[src/rtl/cafetera_dispense_ctrl.sv]
// -----------------------------------------------------------------------------
// cafetera_dispense_ctrl
//   Sequences the brewing actuators and change-return coin ejector for one
//   accepted sale: GRIND -> WATER -> [MILK -> [CHOC]] -> CHANGE -> DONE.
//   A customer abort during brewing stops the actuators and refunds the
//   change owed plus the drink price, one coin at a time.
//
// Optional feature: define CAFETERA_STATS_EN to build the saturating
//   cups_served counter. When it is undefined, cups_served is tied to 0.
//
// Ports:
//   clk, rst_n      clock (rising edge), asynchronous active-low reset
//   order_valid     order request, accepted in IDLE only
//   order_sel[1:0]  drink: 0 expreso, 1 con leche, 2 capuccino, 3 mocaccino
//   change_amt[3:0] change owed, in 100-colon coins
//   abort           customer cancel, honoured during brewing stages only
//   order_ready     high only in IDLE
//   grind_on, water_on, milk_on, foam_on, choc_on   actuator enables
//   coin_out        one-cycle pulse per ejected coin
//   done            one-cycle completion pulse
//   refunded        qualifies done: the order was aborted
//   cups_served     completed (non-aborted) order count
// -----------------------------------------------------------------------------
module cafetera_dispense_ctrl #(
    parameter int GRIND_CYC = 4,
    parameter int WATER_CYC = 6,
    parameter int MILK_CYC  = 3,
    parameter int CHOC_CYC  = 2,
    parameter int COIN_GAP  = 2
) (
    input  logic        clk,
    input  logic        rst_n,
    input  logic        order_valid,
    input  logic [1:0]  order_sel,
    input  logic [3:0]  change_amt,
    input  logic        abort,
    output logic        order_ready,
    output logic        grind_on,
    output logic        water_on,
    output logic        milk_on,
    output logic        foam_on,
    output logic        choc_on,
    output logic        coin_out,
    output logic        done,
    output logic        refunded,
    output logic [15:0] cups_served
);

    typedef enum logic [2:0] {
        S_IDLE, S_GRIND, S_WATER, S_MILK, S_CHOC, S_CHANGE, S_DONE
    } state_t;

    localparam int CW = 8;
    localparam logic [CW-1:0] GRIND_LAST = CW'(GRIND_CYC - 1);
    localparam logic [CW-1:0] WATER_LAST = CW'(WATER_CYC - 1);
    localparam logic [CW-1:0] MILK_LAST  = CW'(MILK_CYC - 1);
    localparam logic [CW-1:0] CHOC_LAST  = CW'(CHOC_CYC - 1);
    localparam logic [CW-1:0] GAP_LAST   = CW'(COIN_GAP);

    state_t        state, nstate, stage_next, brew_end;
    logic [CW-1:0] cnt, ncnt, stage_last;
    logic [1:0]    sel, nsel;
    logic [4:0]    coins, ncoins;   // change owed, later the refund (max 15+7)
    logic          aborted, naborted;

    function automatic logic [4:0] price(input logic [1:0] s);
        case (s)
            2'd0:    price = 5'd3;
            2'd1:    price = 5'd4;
            2'd2:    price = 5'd5;
            default: price = 5'd7;
        endcase
    endfunction

    // Where the recipe ends: with nothing owed the CHANGE stage is skipped.
    assign brew_end = (coins == 5'd0) ? S_DONE : S_CHANGE;

    always_comb begin
        stage_last = GRIND_LAST;
        stage_next = S_WATER;
        case (state)
            S_WATER: begin
                stage_last = WATER_LAST;
                stage_next = (sel == 2'd0) ? brew_end : S_MILK;
            end
            S_MILK: begin
                stage_last = MILK_LAST;
                stage_next = (sel == 2'd3) ? S_CHOC : brew_end;
            end
            S_CHOC: begin
                stage_last = CHOC_LAST;
                stage_next = brew_end;
            end
            default: ;
        endcase
    end

    always_comb begin
        nstate   = state;
        ncnt     = cnt + CW'(1);
        nsel     = sel;
        ncoins   = coins;
        naborted = aborted;
        case (state)
            S_IDLE: begin
                ncnt = '0;
                if (order_valid) begin
                    nstate   = S_GRIND;
                    nsel     = order_sel;
                    ncoins   = {1'b0, change_amt};
                    naborted = 1'b0;
                end
            end
            S_GRIND, S_WATER, S_MILK, S_CHOC: begin
                // Abort wins over an end-of-stage transition in the same cycle.
                if (abort) begin
                    nstate   = S_CHANGE;
                    ncnt     = '0;
                    ncoins   = coins + price(sel);
                    naborted = 1'b1;
                end else if (cnt == stage_last) begin
                    nstate = stage_next;
                    ncnt   = '0;
                end
            end
            S_CHANGE: begin
                // cnt==0 is the pulse cycle; then COIN_GAP idle cycles.
                if (cnt == '0) begin
                    ncoins = coins - 5'd1;
                    if (coins == 5'd1) begin
                        nstate = S_DONE;
                        ncnt   = '0;
                    end
                end else if (cnt == GAP_LAST) begin
                    ncnt = '0;
                end
            end
            S_DONE: begin
                nstate = S_IDLE;
                ncnt   = '0;
            end
            default: begin
                nstate = S_IDLE;
                ncnt   = '0;
            end
        endcase
    end

    // Outputs are registered, decoded from the next state so they line up
    // with the state they describe.
    always_ff @(posedge clk or negedge rst_n) begin
        if (!rst_n) begin
            state       <= S_IDLE;
            cnt         <= '0;
            sel         <= '0;
            coins       <= '0;
            aborted     <= 1'b0;
            order_ready <= 1'b1;
            grind_on    <= 1'b0;
            water_on    <= 1'b0;
            milk_on     <= 1'b0;
            foam_on     <= 1'b0;
            choc_on     <= 1'b0;
            coin_out    <= 1'b0;
            done        <= 1'b0;
            refunded    <= 1'b0;
        end else begin
            state       <= nstate;
            cnt         <= ncnt;
            sel         <= nsel;
            coins       <= ncoins;
            aborted     <= naborted;
            order_ready <= (nstate == S_IDLE);
            grind_on    <= (nstate == S_GRIND);
            water_on    <= (nstate == S_WATER);
            milk_on     <= (nstate == S_MILK) && nsel[0];      // drinks 1, 3
            foam_on     <= (nstate == S_MILK) && (nsel == 2'd2);
            choc_on     <= (nstate == S_CHOC);
            coin_out    <= (nstate == S_CHANGE) && (ncnt == '0);
            done        <= (nstate == S_DONE);
            refunded    <= (nstate == S_DONE) && naborted;
        end
    end

`ifdef CAFETERA_STATS_EN
    always_ff @(posedge clk or negedge rst_n) begin
        if (!rst_n)
            cups_served <= '0;
        else if (state == S_DONE && !aborted && cups_served != 16'hFFFF)
            cups_served <= cups_served + 16'd1;
    end
`else
    assign cups_served = '0;
`endif

endmodule

[config.mk]
export PLATFORM = sky130hd
export DESIGN_NAME = cafetera_dispense_ctrl
export DESIGN_NICKNAME = d
export VERILOG_FILES = /design/src/rtl/cafetera_dispense_ctrl.sv
export SDC_FILE = /design/constraint.sdc
export NUM_CORES = 1
export LEC_CHECK = 0
export ABC_CLOCK_PERIOD_IN_PS = 6400
export CORE_MARGIN = 3
export CORE_UTILIZATION = 57
export CTS_CLUSTER_DIAMETER = 30
export DETAILED_ROUTE_END_ITERATION = 10
export PLACE_DENSITY = 0.89
export SLEW_MARGIN = 15
export SYNTH_ARGS = -nofsm -noshare
export SYNTH_HDL_FRONTEND = slang
export SYNTH_SLANG_ARGS = --single-unit
[constraint.sdc]
create_clock -name clk -period 6.4 [get_ports clk]
set_clock_uncertainty 0.05 [all_clocks]
set_input_delay 1.28 -clock clk [delete_from_list [all_inputs] [get_ports clk]]
set_output_delay 1.28 -clock clk [all_outputs]
set_load 0.01 [all_outputs]
# Yosys cells after proc, flatten, opt, wreduce, memory -nomap -nowiden
# Index checks and enable logic that the tools add are counted.
# Widths: inputs -> output; s select.
[word_totals]
register_bits = 28
[classes]
addsub = 3
eq_ne = 21
muxes = 29
n_reduce_logical = 13
[ops]
columns = ["operator", "count"]
rows = [
  ["$mux 8", 5],
  ["$pmux 3 s3", 4],
  ["$mux 5", 5],
  ["$mux 3", 6],
  ["$logic_not 8->1", 2],
  ["$pmux 8 s2", 1],
  ["$eq 3x3->1 const B", 5],
  ["$pmux 5 s3", 1],
  ["$eq 3x2->1 const B", 4],
  ["$add 8x1->8 const B", 1],
  ["$eq 8x2->1 const B", 1],
  ["$eq 8x8->1", 1],
  ["$mux 2", 4],
  ["$eq 2x2->1 const B", 3],
  ["$eq 3x1->1 const B", 2],
  ["$logic_not 3->1", 2],
  ["$ne 2x2->1 const B", 3],
  ["$add 5x5->5", 1],
  ["$eq 5x1->1 const B", 1],
  ["$logic_not 5->1", 1],
  ["$sub 5x1->5 const B", 1],
  ["$logic_and 1x1->1", 4],
  ["$reduce_and 4->1", 1],
  ["$reduce_or 4->1", 1],
  ["5 further kinds", 6],
]

# Longest topological paths before layout
# Gate-level depths: netlist (run 1).
[depth]
depth_word = 9
ltp_mapped = 11
ltp_nobuf = 11

# Least setup slack after synthesis (run 1)
# No wires, ideal clock.
[synth_timing]
path_type = "input-to-reg"
from = "in abort"
to = "reg foam_on"
t_arrival_ns = 2.513
slack_ns = 3.769
cell_stages = 7
n_path_buf = 1
cell_sequence = "clkbuf_1 > nor2_1 > and2_1 > a22o_1 > o31ai_4 > nand2b_2 > and4b_1"
[synth_between]
elab_chain_len = 4
[synth_rtl]
columns = ["item", "line", "source"]
rows = [
  ["start: declaration", "36", "input logic abort,"],
  ["$mux 3", "116", "if (abort) begin"],
  ["$pmux 3 s3", "104", "case (state)"],
  ["net nstate[0]", "60", "state_t state, nstate, stage_next, brew_end;"],
  ["$eq 3x2->1", "177", "foam_on <= (nstate == S_MILK) && (nsel == 2'd2);"],
  ["$logic_and 1x1->1", "177", ""],
  ["end signal: assignment", "177", ""],
  ["end: declaration", "41", "output logic foam_on,"],
]
# The timed path passes the listed nets, and every way through them passes these cells.
# A chain may end at the register's enable or synchronous reset.

# Final worst setup path (run 1)
[layout_timing]
from = "in abort"
to = "reg coins[2]"
[layout_between]
elab_chain_len = 2
[layout_rtl]
columns = ["item", "line", "source"]
rows = [
  ["$ne 2x2->1 (no line)", "-", ""],
  ["$reduce_and 4->1 (no line)", "-", ""],
  ["end signal: assignment", "171", "coins <= ncoins;"],
  ["end: declaration", "63", "logic [4:0] coins, ncoins;"],
]
# No other way between the ends.

==> summary.md, run 1 <==
| Metric | Value |
|---|---|
| Compound-gate portion of the synthesized area | `around 18%` |
| VDD IR max | `just under 0.0002 V` |
| Number of synthesized flops with an enable pin | `0` |
| RSZ-0062 raised after global routing | `false` |
| Met2 Routed Length | `~1900 um` |
| Main combinational cell family by area after synthesis | `simple AND/OR/NAND/NOR gates` |
| Via count | `~1600` |
| Synth Area in Simple Gates | `approximately a fifth` |
| Die Area | `about 0.0042 mm2` |
| Dpl ws | `~2.9 ns` |
| CTS Buffer Depth | `2` |
| Status | `finished, final reports clean` |
| TritonCTS buffer count | `3` |
| Setup-failing EPs final | `0` |
| TNS Setup | `0 ns` |
| Setup CP Type | `in2reg` |
| Period minus WS final | `roughly 3.2 ns` |
| Synth warnings | `0` |
| First DRT Iteration DRCs | `96` |
| Slack of the critical path | `about 3.2 ns` |
| Slew @ Worst Pin | `between 1 and 1.5 ns` |
| Grt ovf | `0` |
| Syn Area/Cell | `a little under 9 um2` |
| Core Region | `~0.0032 mm2` |
| Largest net degree at the start of global routing | `29` |
| Vias in the first global route | `between 1000 and 1500` |
| Die height | `65.0 um` |
| Pwr dens | `roughly 480 mW/mm2` |
| Crit end category | `register` |
| Critical path launch point | `abort` |
| Hold_buf cts | `0` |
| Post-Synth Adder-Cell Area | `under 10%` |
| Worst min path class | `reg2reg` |
| Post-DP HPWL | `roughly 2900 um` |
| Flop2flop setup slack | `3.88 ns` |
| Metal-1 WL | `around 1800 um` |
| Chip Width | `between 60 and 70 um` |
| Post-CTS sizing | `0` |
| Clk Latency, worst-skew pair | `between 0.3 and 0.4 ns` |
| First-pass GRT wire length | `between 6000 and 7000 um` |
| Detail Route Antenna Nets | `0` |
| Yosys reg bits | `28` |
| Max Clock Freq | `roughly 0.32 GHz` |
| Layout cell share with drive strength beyond 1 | `a little over 7%` |
| Fin. Hold Viols | `0` |
| Uppermost layer routed | `met4` |
| Final Max Slew Viols | `0` |
| CTS Sinks | `28` |
| Seq/Total Area, Yosys | `between 30% and 40%` |
| GRT Util Overall | `between 10% and 20%` |
| Tcrit/Tclk final | `about half` |
| Final cell count without fillers | `280` |
| Predominant post-synthesis flop cell | `dfrtp_1` |
| CTS tree | `built` |
| Initial Util | `62.4%` |
| Drt total wl | `roughly 4000 um` |
| Async SR Flop Fraction | `100%` |
| ANT cells | `0` |
| Post-synthesis xor/xnor area fraction | `under 10%` |
| IO Pins | `35` |
| Pre-antenna DRT Iters | `5` |
| Crit path DAT | `around 3.4 ns` |
| Clock transition at path regs | `roughly 0.16 ns` |
| Placed instance count | `about 280` |
| Drt wl/cell | `roughly 14 um` |
| Req. time, crit path | `~6.6 ns` |
| Synth-to-Final Area Change | `9.27%` |
| Cell chain of the critical path | `clkdlybuf4s50_1, mux2_2, a222oi_1, o21ai_0, o21ai_0` |
| Cells after Synth | `224` |
| Worst-path fanout max | `10` |
| Mapped Area | `~0.0020 mm2` |
| Reg-to-reg critical path endpoint | `coin_out$_DFF_PN0_` |
| Crit-path max cell delay | `0.88 ns` |
| Nature of the critical path startpoint | `input port` |
| DR DRC count | `0` |
| Post-CTS setup buffers | `0` |
| Slowest cell on crit path | `a222oi_1` |
| Via density | `approximately 5.6` |
| Worst slew margin | `roughly 28%` |
| Most used cell along the critical path | `o21ai_0` |
| End point of the critical path | `coins[2]$_DFFE_PN0P_` |
| Worst reg2reg path startpoint | `state[2]$_DFF_PN0_` |
| Initial antenna violation count | `0` |
| Final nets | `between 200 and 300` |
| I/O Buffers | `18` |
| Leak Pwr | `0.966 nW` |
| Mux cell area share after synthesis | `0.567%` |
| Hold WS | `0.446 ns` |
| Met3 routed WL | `between 200 and 300 um` |
| Cells on worst reg2reg path | `7` |
| Distinct cells, synth | `53` |
| Max-cap check violation count | `0` |
| GP Congestion | `roughly 0.84` |
| H-tree depth | `1` |
| Clock Tree Root | `clkbuf_4` |
| Row cnt | `20` |
[area by class of cell]
cell class | count | area, um2
inverters | 16 | 60.1
fillers | 243 | 1010
repair buffers | 19 | 188
clock buffers | 3 | 22.5
clock inverters | 1 | 30.0
multi-input cells | 169 | 1110
well taps | 44 | 55.1
flip-flops and latches | 28 | 702
[state kept, by name, indices dropped and copies added, names as in the netlist, 2 cells and up]
| name | flops |
|---|---|
| cnt | 8 |
| coins | 5 |
| sel | 2 |
| state | 3 |
[cells by family after synthesis]
| group | Yosys count |
|---|---|
| mux | 1 |
| simple gates | 73 |
| xor+xnor | 12 |
| compound gates | 54 |
| other cells | 1 |
| buf+inv | 42 |
| fa+ha+maj | 13 |
| flops | 28 |
[routing by layer]
metal | vias to the layer above | global-route usage (%)
li1 | 766 | -
met1 | 726 | 26.0
met2 | 64 | 33.2
met3 | 9 | 3.12
met4 | 0 | 6.60
met5 | - | 0
[Yosys cell counts (2+ instances only)]
master,n,share of area [%]
a21oi_1,17,4.3
o32ai_1,2,0.88
nor2b_1,4,1.3
o22ai_1,3,0.95
inv_1,16,3.0
buf_2,2,0.50
or3_1,3,0.95
a31oi_1,3,0.95
nand3_1,5,1.3
and2_1,5,1.6
o21ai_0,11,2.8
xnor2_1,7,3.1
nor3_1,7,1.8
buf_4,18,6.8
nand2_1,10,1.9
xor2_1,4,1.8
clkbuf_1,6,1.1
a211oi_1,2,0.76
and3_1,2,0.63
a22o_1,2,0.88
nand4_1,2,0.63
nand2b_1,3,0.95
nor2_1,21,4.0
nor3b_1,2,0.76
ha_1,12,7.6
dfrtp_1,27,34
o211ai_1,2,0.76
[layout by cell type (no fill, tap or decap), types with 4 or more instances in the layout]
| cell | synthesis | routed |
|---|---|---|
| nor2_1 | 21 | 21 |
| nor3_1 | 7 | 7 |
| dfrtp_1 | 27 | 27 |
| a21oi_1 | 17 | 17 |
| o21ai_0 | 11 | 11 |
| conb_1 | 1 | 16 |
| nor2b_1 | 4 | 4 |
| and2_1 | 5 | 5 |
| ha_1 | 12 | 12 |
| xnor2_1 | 7 | 7 |
| xor2_1 | 4 | 4 |
| inv_1 | 16 | 16 |
| clkdlybuf4s50_1 | 0 | 18 |
| nand3_1 | 5 | 5 |
| nand2_1 | 10 | 10 |
[worst max-delay path, delay by kind of cell]
family	cells	cell delay [ns]
compound gates	3	1.21
buf+inv	1	0.56
mux	1	0.33
[per-stage QoR]
step	area (um2)	utilization, %	total power [mW]
5_1_grt	2170	68.2	1.13
6_report	2170	68.2	1.04
2_1_floorplan	2040	-	0.779
4_1_cts	2170	68.2	1.03
3_3_place_gp	2120	66.6	0.893
3_5_place_dp	2120	66.6	0.911
[how the worst min path moves through the flow]
| stage | startpoint | depth (start not counted) | slack (ns) | end |
|---|---|---|---|---|
| 2_1_floorplan | coins[4]$_DFFE_PN0P_ | 1 | 0.39 | coins[4]$_DFFE_PN0P_ |
| 3_3_place_gp | coins[4]$_DFFE_PN0P_ | 1 | 0.42 | coins[4]$_DFFE_PN0P_ |
| 3_5_place_dp | coins[4]$_DFFE_PN0P_ | 1 | 0.43 | coins[4]$_DFFE_PN0P_ |
| 4_1_cts | coins[4]$_DFFE_PN0P_ | 1 | 0.45 | coins[4]$_DFFE_PN0P_ |
| 5_1_grt | coins[4]$_DFFE_PN0P_ | 1 | 0.48 | coins[4]$_DFFE_PN0P_ |
| 6_report | coins[4]$_DFFE_PN0P_ | 1 | 0.45 | coins[4]$_DFFE_PN0P_ |
[report_power, final]
part | switching [mW] | internal [mW] | total, mW
Sequential | 0.0799 | 0.232 | 0.312
Clock | 0.0547 | 0.0634 | 0.118
Combinational | 0.348 | 0.258 | 0.606
Total | 0.482 | 0.554 | 1.04
Power figures use the tool's default switching activity.
==> run 2: changes to the inputs <==
--- a/config.mk
+++ b/config.mk
@@ -5,12 +5,12 @@
 export SDC_FILE = /design/constraint.sdc
 export NUM_CORES = 1
 export LEC_CHECK = 0
-export ABC_CLOCK_PERIOD_IN_PS = 6400
+export ABC_CLOCK_PERIOD_IN_PS = 3150
 export CORE_MARGIN = 3
-export CORE_UTILIZATION = 57
+export CORE_UTILIZATION = 53
 export CTS_CLUSTER_DIAMETER = 30
 export DETAILED_ROUTE_END_ITERATION = 10
-export PLACE_DENSITY = 0.89
+export PLACE_DENSITY = 0.84
 export SLEW_MARGIN = 15
 export SYNTH_ARGS = -nofsm -noshare
 export SYNTH_HDL_FRONTEND = slang
==> constraint.sdc (replaced) <==
create_clock -name clk -period 3.15 [get_ports clk]
set_clock_uncertainty 0.05 [all_clocks]
set_input_delay 0.63 -clock clk [delete_from_list [all_inputs] [get_ports clk]]
set_output_delay 0.63 -clock clk [all_outputs]
set_load 0.01 [all_outputs]
==> summary.md, run 2 (same netlist as run 1, synthesis figures left out) <==
| Metric | Value |
|---|---|
| Status | `finished, final reports clean` |
| GP Congestion | `about 0.89` |
| Crit-path max cell delay | `around 0.6 ns` |
| Largest net degree at the start of global routing | `29` |
| Chip Width | `between 60 and 70 um` |
| Die Area | `0.00451 mm2` |
| Slowest cell on crit path | `dfrtp_1` |
| Reg with most FFs | `cnt` |
| Drt wl/cell | `~13 um` |
| Post-DP Area | `between 0.002 and 0.0025 mm2` |
| Max-cap check violation count | `0` |
| Max reg flops | `8` |
| Slack of the critical path | `about 0.7 ns` |
| Leak Pwr | `0.978 nW` |
| Nature of the critical path startpoint | `register` |
| I/O Buffers | `18` |
| Tcrit/Tclk final | `roughly 77%` |
| Final cell count without fillers | `283` |
| Via density | `5.40` |
| Final nets | `261` |
| Crit end category | `register` |
| CTS Sinks | `28` |
| Period minus WS final | `approximately 2.4 ns` |
| Clock transition at path regs | `0.10 ns` |
| Core Region | `approximately 0.0035 mm2` |
| Crit path DAT | `approximately 2.6 ns` |
| Initial Util | `between 50% and 60%` |
| GRT Util Overall | `roughly 18%` |
| Slew @ Worst Pin | `slightly above 0.5 ns` |
| Layout cell share with drive strength beyond 1 | `~7.6%` |
| Filler Cell Count | `roughly 310` |
| CTS tree | `built` |
| Worst min path class | `reg2reg` |
| Hold_buf cts | `0` |
| Fin. Hold Viols | `0` |
| RSZ-0062 raised after global routing | `false` |
| Synth-to-Final Area Change | `10.7%` |
| Grt ovf | `0` |
| TNS Setup | `0 ns` |
| Vias in the first global route | `roughly 1300` |
| WP buf/inv | `1` |
| Row cnt | `21` |
| Cell chain of the critical path | `inv_1, xnor2_2, nor2_1, o21ai_0, o21ai_1, a31oi_2, o211a_1` |
| Top flop regs | `cnt: 8 flops, coins: 5 flops, state: 3 flops` |
| First-pass GRT wire length | `around 6100 um` |
| Post-CTS setup buffers | `0` |
| Fin area | `about 0.0022 mm2` |
| Initial antenna violation count | `0` |
| Post-CTS sizing | `0` |
| Setup-failing EPs final | `0` |
| Post-DP HPWL | `approximately 2700 um` |
| IO Pins | `35` |
| Via count | `between 1500 and 2000` |
| Placed instance count | `between 200 and 300` |
| DR DRC count | `0` |
| Worst slew margin | `between 60% and 70%` |
| Pre-antenna DRT Iters | `4` |
| First DRT Iteration DRCs | `roughly 120` |
| ANT cells | `0` |
| Multi-input gate area | `approximately 0.0011 mm2` |
| Max Clock Freq | `0.411 GHz` |
| TritonCTS buffer count | `3` |
| Drt total wl | `3740 um` |
| Most common cell after layout, fill and taps aside | `dfrtp_1` |
| Pwr dens | `975 mW/mm2` |
| CTS Buffer Depth | `2` |
| H-tree depth | `1` |
| Most frequent cells in the layout | `27 x dfrtp_1, 21 x nor2_1, 18 x clkdlybuf4s50_1, 17 x a21oi_1` |
| Setup CP Type | `reg2reg` |
| Storage element area | `702 um2` |
| Die height | `about 67 um` |
| Final Max Slew Viols | `0` |
| Clk Latency, worst-skew pair | `~0.28 ns` |
| VDD IR max | `between 0.0005 and 0.0006 V` |
| Dpl ws | `approximately 0.63 ns` |
| Req. time, crit path | `~3.3 ns` |
| Detail Route Antenna Nets | `0` |
| Worst-path fanout max | `13` |
| Top delay family on crit path | `compound AO/OA/AOI/OAI gates` |
| Clock Tree Root | `clkbuf_8` |
run 2: cell types whose count changed in the layout (fill, tap and decap cells not counted), sizes merged:
cell / delta
buf: +1
run 2: through the flow:
stage                     total power [mW]  hold WS [ns]  util (%)
final                                 2.14         0.426      63.3
after floorplan                       1.58         0.284         -
after global routing                  2.35         0.463      63.3
after CTS                             2.15         0.430      63.3
after global placement                1.83         0.410      61.3
after detailed placement              1.85         0.416      61.3
run 2: power by group:
group / leakage [nW] / internal [mW] / switching, mW
clock network: 0.0357 / 0.170 / 0.115
logic: 0.585 / 0.539 / 0.691
registers: 0.358 / 0.473 / 0.153
run 2: final timing paths:
| check | depth (start not counted) | start | slack (ns) | endpoint |
|---|---|---|---|---|
| worst min-delay path | 1 | coins[4]$_DFFE_PN0P_ | 0.43 | coins[4]$_DFFE_PN0P_ |
| worst max register to register | 7 | state[2]$_DFF_PN0_ | 0.72 | coin_out$_DFF_PN0_ |
| min in group asynchronous | 2 | rst_n | 0.67 | coins[2]$_DFFE_PN0P_ |
| worst min register to register | 1 | coins[4]$_DFFE_PN0P_ | 0.43 | coins[4]$_DFFE_PN0P_ |
| max in group asynchronous | 2 | rst_n | 2.07 | order_ready$_DFF_PN1_ |
| worst max-delay path | 7 | state[2]$_DFF_PN0_ | 0.72 | coin_out$_DFF_PN0_ |
run 2: layout make-up:
type                       count  share of cell area (%)
multi-input combinational    169                    50.6
tap                           46                    2.62
clock inverter                 1                    1.37
inverter                      16                    2.73
sequential                    28                    31.9
timing repair buffer          20                    8.88
clock buffer                   3                    1.88
run 2: per-layer routing:
| layer | up-vias | GRT usage, % | wire (um) |
|---|---|---|---|
| met2 | 47 | 29.1 | 1790 |
| li1 | 770 | - | - |
| met4 | 0 | 3.80 | 21 |
| met5 | - | 0 | 0 |
| met1 | 708 | 24.0 | 1730 |
| met3 | 2 | 3.83 | 208 |
run 2: worst register-to-register path: cells and delay by family, from the launching register on:
kind | cells | cell delay, ns
AOI/OAI and AO/OA | 4 | 0.93
xor gates and xnor gates | 1 | 0.43
buffers and inverters | 1 | 0.20
and+or+nand+nor | 1 | 0.15
DFF | 1 | 0.61
